## src/rtl/astro_pkg.sv

```systemverilog
// Shared types, geometry constants and the inclusive span test used by the Astro Barrier engine.
package astro_pkg;

    typedef enum logic [1:0] {
        IDLE = 2'd0,
        PLAY = 2'd1,
        DONE = 2'd3
    } game_state_t;

    localparam int unsigned SCREEN_W = 640;
    localparam int unsigned SCREEN_H = 480;
    localparam int unsigned CW       = 10;
    localparam int unsigned SPAN_W   = CW + 1;
    localparam int unsigned CNT_W    = 4;
    localparam int unsigned SHIP_HW  = 30;
    localparam int unsigned SHIP_HT  = 63;
    localparam int unsigned BUL_HW   = 3;
    localparam int unsigned BUL_HH   = 5;

    // p in [c-below, c+above], evaluated without subtraction so small c never wraps
    function automatic logic in_span(input logic [CW-1:0]     p,
                                     input logic [CW-1:0]     c,
                                     input logic [SPAN_W-1:0] below,
                                     input logic [SPAN_W-1:0] above);
        return (({1'b0, p} + below) >= {1'b0, c}) && ({1'b0, p} <= ({1'b0, c} + above));
    endfunction

endpackage

```

## src/rtl/astro_target.sv

```systemverilog
// One bouncing target: position, direction and sticky hit flag, plus bullet and pixel box tests.
module astro_target
    import astro_pkg::*;
#(
    parameter int unsigned TGT_HALF = 10,
    parameter int unsigned TGT_STEP = 2,
    parameter int unsigned X_MIN    = 11,
    parameter int unsigned X_MAX    = 617,
    parameter logic [CW-1:0] X0     = '0,
    parameter logic [CW-1:0] Y0     = '0,
    parameter logic          DIR0   = 1'b0
) (
    input  logic          clk,
    input  logic          reset_bar,
    input  logic          load_i,
    input  logic          step_i,
    input  logic          hit_set_i,
    input  logic [CW-1:0] bul_x_i,
    input  logic [CW-1:0] bul_y_i,
    input  logic [CW-1:0] px_x_i,
    input  logic [CW-1:0] px_y_i,
    output logic [CW-1:0] x_o,
    output logic [CW-1:0] y_o,
    output logic          hit_o,
    output logic          bul_in_o_c,
    output logic          pix_in_o_c
);

    logic [CW-1:0] x_q, x_d, y_q, y_d;
    logic          dir_q, dir_d, hit_q, hit_d;

    // Bounce decision looks at the pre-tick x; the step then follows the resulting direction
    always_comb begin
        x_d   = x_q;
        y_d   = y_q;
        dir_d = dir_q;
        hit_d = hit_q;
        if (load_i) begin
            x_d   = X0;
            y_d   = Y0;
            dir_d = DIR0;
            hit_d = 1'b0;
        end else if (step_i && !hit_q) begin
            if (x_q > CW'(X_MAX)) begin
                dir_d = 1'b1;
            end else if (x_q < CW'(X_MIN)) begin
                dir_d = 1'b0;
            end
            x_d = dir_d ? (x_q - CW'(TGT_STEP)) : (x_q + CW'(TGT_STEP));
            if (hit_set_i) begin
                hit_d = 1'b1;
            end
        end
    end

    always_ff @(posedge clk or negedge reset_bar) begin
        if (!reset_bar) begin
            x_q   <= X0;
            y_q   <= Y0;
            dir_q <= DIR0;
            hit_q <= 1'b0;
        end else begin
            x_q   <= x_d;
            y_q   <= y_d;
            dir_q <= dir_d;
            hit_q <= hit_d;
        end
    end

    assign x_o   = x_q;
    assign y_o   = y_q;
    assign hit_o = hit_q;

    // Hit targets are transparent to the bullet but still drawn (as dead)
    assign bul_in_o_c = !hit_q
                      && in_span(bul_x_i, x_q, SPAN_W'(TGT_HALF), SPAN_W'(TGT_HALF))
                      && in_span(bul_y_i, y_q, SPAN_W'(TGT_HALF), SPAN_W'(TGT_HALF));
    assign pix_in_o_c = in_span(px_x_i, x_q, SPAN_W'(TGT_HALF), SPAN_W'(TGT_HALF))
                      && in_span(px_y_i, y_q, SPAN_W'(TGT_HALF), SPAN_W'(TGT_HALF));

endmodule

```

## src/rtl/astro_target_engine.sv

```systemverilog
// Astro Barrier game-state engine: game FSM, ship, bullet, hit priority/counter and pixel flags.
module astro_target_engine
    import astro_pkg::*;
#(
    parameter int unsigned NUM_TGT   = 3,
    parameter int unsigned TGT_HALF  = 10,
    parameter int unsigned TGT_STEP  = 2,
    parameter int unsigned X_MIN     = 11,
    parameter int unsigned X_MAX     = 617,
    parameter int unsigned SHIP_STEP = 5,
    parameter int unsigned SHIP_MIN  = 30,
    parameter int unsigned SHIP_MAX  = 610,
    parameter int unsigned SHIP_X0   = 400,
    parameter int unsigned SHIP_Y    = 448,
    parameter int unsigned BUL_Y0    = 435,
    parameter int unsigned BUL_STEP  = 10,
    parameter logic [NUM_TGT*CW-1:0] TGT_X0   = {10'd500, 10'd320, 10'd100},
    parameter logic [NUM_TGT*CW-1:0] TGT_Y0   = {10'd200, 10'd140, 10'd80},
    parameter logic [NUM_TGT-1:0]    TGT_DIR0 = 3'b010
) (
    input  logic                    clk,
    input  logic                    reset_bar,
    input  logic                    tick,
    input  logic                    start,
    input  logic                    btn_left,
    input  logic                    btn_right,
    input  logic                    btn_fire,
    input  logic [CW-1:0]           px_x,
    input  logic [CW-1:0]           px_y,
    output logic [1:0]              state,
    output logic [CW-1:0]           ship_x,
    output logic                    bul_act,
    output logic [CW-1:0]           bul_x,
    output logic [CW-1:0]           bul_y,
    output logic [NUM_TGT*CW-1:0]   tgt_x,
    output logic [NUM_TGT*CW-1:0]   tgt_y,
    output logic [NUM_TGT-1:0]      tgt_hit,
    output logic [CNT_W-1:0]        hit_cnt,
    output logic                    all_hit,
    output logic                    pix_ship,
    output logic                    pix_live,
    output logic                    pix_dead,
    output logic                    pix_bul
);

    game_state_t      state_q, state_d;
    logic [CW-1:0]    ship_x_q, ship_x_d, bul_x_q, bul_x_d, bul_y_q, bul_y_d;
    logic             bul_act_q, bul_act_d, all_hit_q, all_hit_d;
    logic [CNT_W-1:0] hit_cnt_q, hit_cnt_d;
    logic             pix_ship_q, pix_live_q, pix_dead_q, pix_bul_q;
    logic             load_c, step_c, any_hit_c;
    logic [NUM_TGT-1:0] bul_in_c, pix_in_c, hit_sel_c;

    assign load_c = (state_q == DONE) && start;
    assign step_c = (state_q == PLAY) && tick;

    for (genvar i = 0; i < NUM_TGT; i++) begin : g_tgt
        astro_target #(
            .TGT_HALF (TGT_HALF),
            .TGT_STEP (TGT_STEP),
            .X_MIN    (X_MIN),
            .X_MAX    (X_MAX),
            .X0       (TGT_X0[CW*i +: CW]),
            .Y0       (TGT_Y0[CW*i +: CW]),
            .DIR0     (TGT_DIR0[i])
        ) u_tgt (
            .clk        (clk),
            .reset_bar  (reset_bar),
            .load_i     (load_c),
            .step_i     (step_c),
            .hit_set_i  (hit_sel_c[i]),
            .bul_x_i    (bul_x_q),
            .bul_y_i    (bul_y_q),
            .px_x_i     (px_x),
            .px_y_i     (px_y),
            .x_o        (tgt_x[CW*i +: CW]),
            .y_o        (tgt_y[CW*i +: CW]),
            .hit_o      (tgt_hit[i]),
            .bul_in_o_c (bul_in_c[i]),
            .pix_in_o_c (pix_in_c[i])
        );
    end

    // Lowest-index overlapping unhit target takes the bullet
    always_comb begin
        hit_sel_c = '0;
        any_hit_c = 1'b0;
        for (int i = 0; i < NUM_TGT; i++) begin
            if (step_c && bul_act_q && bul_in_c[i] && !any_hit_c) begin
                hit_sel_c[i] = 1'b1;
                any_hit_c    = 1'b1;
            end
        end
    end

    always_comb begin
        state_d   = state_q;
        ship_x_d  = ship_x_q;
        bul_act_d = bul_act_q;
        bul_x_d   = bul_x_q;
        bul_y_d   = bul_y_q;
        hit_cnt_d = hit_cnt_q;
        all_hit_d = all_hit_q;
        unique case (state_q)
            IDLE:    if (start)     state_d = PLAY;
            PLAY:    if (all_hit_q) state_d = DONE;
            DONE:    if (start)     state_d = IDLE;
            default:                state_d = IDLE;
        endcase
        if (load_c) begin
            ship_x_d  = CW'(SHIP_X0);
            bul_act_d = 1'b0;
            bul_x_d   = '0;
            bul_y_d   = '0;
            hit_cnt_d = '0;
            all_hit_d = 1'b0;
        end else if (step_c) begin
            if (btn_left && !btn_right && !btn_fire && (ship_x_q > CW'(SHIP_MIN))) begin
                ship_x_d = ship_x_q - CW'(SHIP_STEP);
            end else if (btn_right && !btn_left && !btn_fire && (ship_x_q < CW'(SHIP_MAX))) begin
                ship_x_d = ship_x_q + CW'(SHIP_STEP);
            end
            if (bul_act_q) begin
                if (bul_y_q < CW'(BUL_STEP)) begin
                    bul_act_d = 1'b0;
                end else begin
                    bul_y_d = bul_y_q - CW'(BUL_STEP);
                end
                if (any_hit_c) begin
                    bul_act_d = 1'b0;
                    hit_cnt_d = hit_cnt_q + CNT_W'(1);
                end
            end else if (btn_fire && !btn_left && !btn_right) begin
                bul_act_d = 1'b1;
                bul_x_d   = ship_x_q;
                bul_y_d   = CW'(BUL_Y0);
            end
            all_hit_d = &(tgt_hit | hit_sel_c);
        end
    end

    always_ff @(posedge clk or negedge reset_bar) begin
        if (!reset_bar) begin
            state_q   <= IDLE;
            ship_x_q  <= CW'(SHIP_X0);
            bul_act_q <= 1'b0;
            bul_x_q   <= '0;
            bul_y_q   <= '0;
            hit_cnt_q <= '0;
            all_hit_q <= 1'b0;
        end else begin
            state_q   <= state_d;
            ship_x_q  <= ship_x_d;
            bul_act_q <= bul_act_d;
            bul_x_q   <= bul_x_d;
            bul_y_q   <= bul_y_d;
            hit_cnt_q <= hit_cnt_d;
            all_hit_q <= all_hit_d;
        end
    end

    // Pixel flags lag px_x/px_y by exactly one clock in every game state
    always_ff @(posedge clk or negedge reset_bar) begin
        if (!reset_bar) begin
            pix_ship_q <= 1'b0;
            pix_live_q <= 1'b0;
            pix_dead_q <= 1'b0;
            pix_bul_q  <= 1'b0;
        end else begin
            pix_ship_q <= in_span(px_x, ship_x_q, SPAN_W'(SHIP_HW), SPAN_W'(SHIP_HW))
                       && in_span(px_y, CW'(SHIP_Y), SPAN_W'(0), SPAN_W'(SHIP_HT));
            pix_live_q <= |(pix_in_c & ~tgt_hit);
            pix_dead_q <= |(pix_in_c & tgt_hit);
            pix_bul_q  <= bul_act_q
                       && in_span(px_y, bul_y_q, SPAN_W'(BUL_HH), SPAN_W'(BUL_HH))
                       && in_span(px_x, bul_x_q, SPAN_W'(BUL_HW), SPAN_W'(BUL_HW));
        end
    end

    assign state    = state_q;
    assign ship_x   = ship_x_q;
    assign bul_act  = bul_act_q;
    assign bul_x    = bul_x_q;
    assign bul_y    = bul_y_q;
    assign hit_cnt  = hit_cnt_q;
    assign all_hit  = all_hit_q;
    assign pix_ship = pix_ship_q;
    assign pix_live = pix_live_q;
    assign pix_dead = pix_dead_q;
    assign pix_bul  = pix_bul_q;

endmodule
```

## config.mk

```make
export PLATFORM = sky130hd
export DESIGN_NAME = astro_target_engine
export DESIGN_NICKNAME = d
export VERILOG_FILES = /design/src/rtl/astro_pkg.sv /design/src/rtl/astro_target.sv /design/src/rtl/astro_target_engine.sv
export SDC_FILE = /design/constraint.sdc
export NUM_CORES = 1
export LEC_CHECK = 0
export BUFFER_PORTS_ARGS = -buffer_cell sky130_fd_sc_hd__clkbuf_2
export CORE_MARGIN = 2
export CORE_UTILIZATION = 45
export CTS_CLUSTER_DIAMETER = 60
export DETAILED_ROUTE_END_ITERATION = 7
export HOLD_SLACK_MARGIN = 0.03
export MAX_ROUTING_LAYER = met4
export PLACE_DENSITY = 0.63
export SLEW_MARGIN = 5
export SYNTH_ARGS = -nofsm -noshare
export SYNTH_HDL_FRONTEND = slang
export SYNTH_SLANG_ARGS = --single-unit
```

## constraint.sdc

```tcl
create_clock -name clk -period 5 [get_ports clk]
set_clock_uncertainty 0.1 [all_clocks]
set_input_delay 0.25 -clock clk [delete_from_list [all_inputs] [get_ports clk]]
set_output_delay 0.25 -clock clk [all_outputs]
set_load 0.05 [all_outputs]
```

Word-level counts from Yosys, hierarchy flattened --
Index checks and enable logic that the tools add are counted.
Cells by class: muxes and demuxes 70, shift operators 0, bitwise gates (word level) 4, equal/unequal tests 7, add/subtract/negate cells 23, reductions and logical operators 79, $lt $le $gt $ge 41, div/mod/pow operators 0, multipliers 0
Operators by type and width (number):
- 2-to-1 mux 10 bit | 22
- >= comparator 11 x 10 -> 1 bit | 9
- <= comparator 10 x 11 -> 1 bit | 9
- adder 10 x 4 -> 11 bit (second input constant) | 7
- logical AND 1 bit | 47
- >= comparator 11 x 8 -> 1 bit (second input constant) | 4
- <= comparator 10 x 8 -> 1 bit (second input constant) | 4
- less-than comparator 10 x 4 -> 1 bit (second input constant) | 4
- 2-to-1 mux 1 bit | 40
- adder 10 x 2 -> 10 bit (second input constant) | 3
- greater-than comparator 10 bit (second input constant) | 3
- subtractor 10 x 2 -> 10 bit (second input constant) | 3
- adder 10 x 2 -> 11 bit (second input constant) | 2
- adder 10 x 3 -> 11 bit (second input constant) | 2
- adder 10 x 5 -> 11 bit (second input constant) | 2
- >= comparator 11 x 7 -> 1 bit (second input constant) | 2
- <= comparator 10 x 7 -> 1 bit (second input constant) | 2
- nonzero test 2 bit | 10
- 2-to-1 mux 4 bit | 4
- AND reduction 3 bit | 5
- adder 10 x 3 -> 10 bit (second input constant) | 1
- >= comparator 10 x 9 -> 1 bit (second input constant) | 1
- greater-than comparator 10 x 5 -> 1 bit (second input constant) | 1
- <= comparator 10 x 9 -> 1 bit (second input constant) | 1
- other kinds (19) | 36
Storage, ports and cells: latch bits 0, RAM bits 0, ROM bits 0, memories kept 0, register bits after elaboration 78

Longest topological paths before layout --
depth after elaboration 17, gate-level depth with buffers 17, gate-level depth less buffers 16

Cells and area by module --
From an unflattened synthesis, not the netlist that was laid out.
Second synthesis, totals: cell total of the unflattened synthesis 1432, area, all modules 11604.9 µm²
Modules (own cells, without submodules):
- astro_target_engine | area each 4598.2 µm², cells each 551, instances 1
- astro_target (g_tgt[0].u_tgt) | area each 2381.0 µm², cells each 297, instances 1
- astro_target (g_tgt[2].u_tgt) | area each 2364.8 µm², cells each 295, instances 1
- astro_target (g_tgt[1].u_tgt) | area each 2260.9 µm², cells each 289, instances 1

Least setup slack after synthesis --
Ideal clock, no wire load.
path kind register to register, start point reg bul_x_q[5], in the netlist bul_x[5], end point reg hit_cnt_q[1], in the netlist hit_cnt[1], clock period less this slack 3816 ps, buffers on the path 1, stages on the path, launching flop included 15, slack 1184 ps, required time 4771 ps, data arrival time 3588 ps, path through dfrtp_1 clkbuf_1 inv_2 or3_1 xnor2_1 ha_1 a211oi_1 a21o_1 a31oi_1 o21a_1 o311ai_0 a21oi_1 or3_4 mux2i_1 nor2_1
Between the ends: longest elaborated chain between the ends 15, elaborated cells on any way between the ends 28, those cells by class add/sub (1); order compare (6); mux (3); reduce/logical (18)
RTL lines:
- start, declared | line astro_target_engine.sv:47 | logic [CW-1:0] ship_x_q, ship_x_d, bul_x_q, bul_x_d, bul_y_q, bul_y_d;
- start signal, assigned | line astro_target_engine.sv:155 | bul_x_q <= bul_x_d;
- adder 10 x 4 -> 11 bit | line astro_pkg.sv:25 | return (({1'b0, p} + below) >= {1'b0, c}) && ({1'b0, p} <= ({1'b0, c} + above));
- >= comparator 11 x 10 -> 1 bit | line astro_pkg.sv:25
- logical AND 1 bit | line astro_pkg.sv:25
- logical AND 1 bit | line astro_target.sv:76 | && in_span(bul_x_i, x_q, SPAN_W'(TGT_HALF), SPAN_W'(TGT_HALF))
- logical AND 1 bit | line astro_target.sv:77 | && in_span(bul_y_i, y_q, SPAN_W'(TGT_HALF), SPAN_W'(TGT_HALF));
- logical AND 1 bit | line astro_target_engine.sv:89 | if (step_c && bul_act_q && bul_in_c[i] && !any_hit_c) begin
- 2-to-1 mux 1 bit | line astro_target_engine.sv:89
- zero test 1 bit | line astro_target_engine.sv:89
- logical AND 1 bit | line astro_target_engine.sv:89
- 2-to-1 mux 1 bit | line astro_target_engine.sv:89
- zero test 1 bit | line astro_target_engine.sv:89
- logical AND 1 bit | line astro_target_engine.sv:89
- 2-to-1 mux 1 bit * | line astro_target_engine.sv:89
- nonzero test 2 bit (no line) *
- AND reduction 3 bit (no line) *
- end signal, assigned | line astro_target_engine.sv:157 | hit_cnt_q <= hit_cnt_d;
- end, declared | line astro_target_engine.sv:49 | logic [CNT_W-1:0] hit_cnt_q, hit_cnt_d;
Every way passes the cells marked *; elsewhere a longest branch is shown, timed or not. A chain may end at the register's enable or synchronous reset.

Final worst setup path --
start point reg bul_x_q[4], in the netlist bul_x[4], end point reg hit_cnt_q[1], in the netlist hit_cnt[1]
The elaborated chain is that of the path after synthesis.

==> metrics.cfg <==
[finish]
drive_gt1_share_pct = 11.3
final_common_cell = ha_1
stdcell_area_sq_um = 11900
layout.cells.most_common_list = ha_1, nor2_1, xnor2_1
final_nets = 1645
syn_to_final_growth_pct = 7.56
fin_util_pct = 49.2

[global_route]
grt_pass1_vias = 9625
grt_max_degree = 39
grt_pass1_wl_um = 53700
overflow = 0
track_usage_pct = 27.0
antenna_found_initial = 1

[clock_tree]
clock_latency_ns = 0.35
cts-buffers-inserted = 9
ctsHtreeMaxLevel = 3
cts_tree = yes
root_buffer = clkbuf_16
clk_path_buf_depth = 2
clk_pin_slew_ns = 0.07
cts.sinks = 75

[power_and_ir_drop]
peakVddDrop_uv = 300
power_density_nw_per_um2 = 564
total_leakage_power_uw = 0.00539

[critical_path]
r2r_slack_ns = 0.98
criticalPathCategory = flop to flop
worst-r2r-cell-count = 13
rr_startpoint = bul_x[4]
reg2reg_to = hit_cnt[1]
cp-end-kind = flop
crit_path_start = bul_x[4]
start_kind = flop
worstPathMaxFanout = 10
worstPathRequired_ns = 5.12
arrival_ns = 4.14

[min_path]
holdCritPathClass = primary input to flop
hold_end = state[0]
whs_path_depth = 2
holdCritStartpoint = start

[synth]
syn_avg_cell_area_sq_um = 8.12
synth.area.top_cells = ha_1, dfrtp_1, xnor2_1
ys_ff_latch = 75
yosysUniqueCellTypes = 92
synth_area_leader_cell = ha_1
synthFlopType = dfrtp_1
synth-edff-count = 0
synth-seq-area-share_pct = 17.2
syn_area_sq_um = 11000
yosysWarnings = 0
synth.top_cell.area_share_pct = 22.3
syn-instance-count = 1360
synthArstFlopShare_pct = 100

[floorplan]
rows = 57
ioPinCount = 132
fp.dieH_um = 161
start_util_pct = 45.7
core_area_sq_um = 24200
dieArea_sq_um = 25800
die_x_um = 161

[timing]
min_period_ns = 4.02
setup_slack_ns = 0.979
final-max-slew-violation-count = 0
setup-tns-final_ns = 0
layout_worst_path_cycle_share_pct = 80.4
worst_slew_margin_rel_pct = 17.8
setup_viol = 0
finalHoldViolations = 0
fmax_mhz = 249
rsz0062_at_grt = no
tightest_slew_ns = 1.22

[placed_design]
io_buffers = 98
place_ws_ns = 1.06
place_hpwl_um = 25700
gp_congestion = 0.954
placed_area_sq_um = 11600

[routing]
drtIter0Drc = 846
ant_nets = 0
wl_per_cell_um = 19.4
first_pass_iters = 5
routed_wirelength_um = 33900
num_vias = 10238
drc_errors = 0
via_per_inst = 5.86

[outcome]
status = completed

[run]
max-cap-violations = 0

## final cells by class
| cell class | count | area (sq um) |
|---|---|---|
| antenna | 1 | 2.50 |
| clock buffer | 11 | 243 |
| clock inverter | 5 | 62.6 |
| fill | 2415 | 12300 |
| inverter | 91 | 344 |
| multi-input combinational | 1133 | 8370 |
| sequential | 75 | 1900 |
| tap | 324 | 405 |
| timing repair buffer | 107 | 563 |
## critical path: stages, from the launching register on
cell and delay, ns:
dfrtp_1 0.64, inv_2 0.14, or3_1 0.46, xnor2_1 0.39, ha_1 0.33, a211oi_1 0.27, a21o_1 0.15, a31oi_1 0.04
o21a_1 0.19, o311ai_0 0.38, a21oi_1 0.17, or3_4 0.39, mux2i_1 0.16, nor2_1 0.06
## report_power, final
part	switching [uW]	internal, uW	total [uW]	leakage [uW]
combinational	2950	1670	4620	0.00433
sequential	525	839	1360	0.000924
clock	305	404	709	0.000142
total	3780	2920	6700	0.00539
## synthesized netlist by cell type, types with 12 or more instances
cell      number
buf_4         39
nand2_1       86
o21ai_0       85
a31oi_1       19
dfrtp_1       60
a21oi_1       90
o21a_1        33
dfstp_2       15
clkbuf_1      40
nor2b_1       16
inv_1         87
a211oi_1      21
nand3_1       38
ha_1         197
nand2b_1      12
nor3_1        27
nand4_1       27
nor2_1       105
xor2_1        31
xnor2_1       98
o211ai_1      26
o21bai_1      15
a21o_1        29
## repair_timing
item                                   in CTS  in global routing
endpoints found under the hold margin      30                  0
hold buffers                                1                  0
setup buffers                               0                  0
resized for setup                           0                  0
## metal layers
layer / global-route usage [%] / part of all wire [%] / vias to the layer above / wire length [um]
met1: 35.6 / 45 / 4879 / 15300
met2: 43.0 / 46 / 319 / 15600
li1: - / - / 4988 / -
met4: 8.48 / 2.8 / 0 / 943
met5: - / 0 / - / 0
met3: 3.90 / 5.9 / 52 / 2000
## stage by stage
step / hold WS (ns) / instances / total power [uW]
2_1_floorplan: -0.146 / 1391 / 4840
3_3_place_gp: 0.186 / 1729 / 5870
3_5_place_dp: 0.188 / 1729 / 5920
4_1_cts: 0.0345 / 1746 / 6670
5_1_grt: 0.0592 / 1747 / 7280
6_report: 0.0377 / 1747 / 6700
## cell families after synthesis
| family | after synthesis | share of synthesized area, % |
|---|---|---|
| AO/OA/AOI/OAI | 407 | 24.7 |
| AND/OR/NAND/NOR | 353 | 15.4 |
| adder cells (fa/ha/maj) | 202 | 23.1 |
| buffers and inverters | 183 | 8.15 |
| XOR/XNOR | 132 | 10.8 |
| flip-flops | 75 | 17.2 |
| multiplexers | 6 | 0.544 |
| other | 2 | 0.0680 |
## registers in the layout, indices dropped and copies added (netlist names)
| register | count |
|---|---|
| all_hit | 1 |
| bul_act | 1 |
| bul_x | 10 |
| bul_y | 10 |
| g_tgt.u_tgt.dir_q | 3 |
| g_tgt.u_tgt.hit_o | 3 |
| g_tgt.u_tgt.x_o | 27 |
| hit_cnt | 4 |
| pix_bul | 1 |
| pix_dead | 1 |
| pix_live | 1 |
| pix_ship | 1 |
| ship_x | 10 |
| state | 2 |
## worst max-delay path by stage
stage	end	slack (ns)	depth (start not counted)
2_1_floorplan	hit_cnt[1]	1.18	14
3_3_place_gp	hit_cnt[1]	1.13	13
3_5_place_dp	hit_cnt[1]	1.06	12
4_1_cts	hit_cnt[1]	1.01	12
5_1_grt	hit_cnt[1]	0.66	13
6_report	hit_cnt[1]	0.98	13
Power figures use the tool's default switching activity.
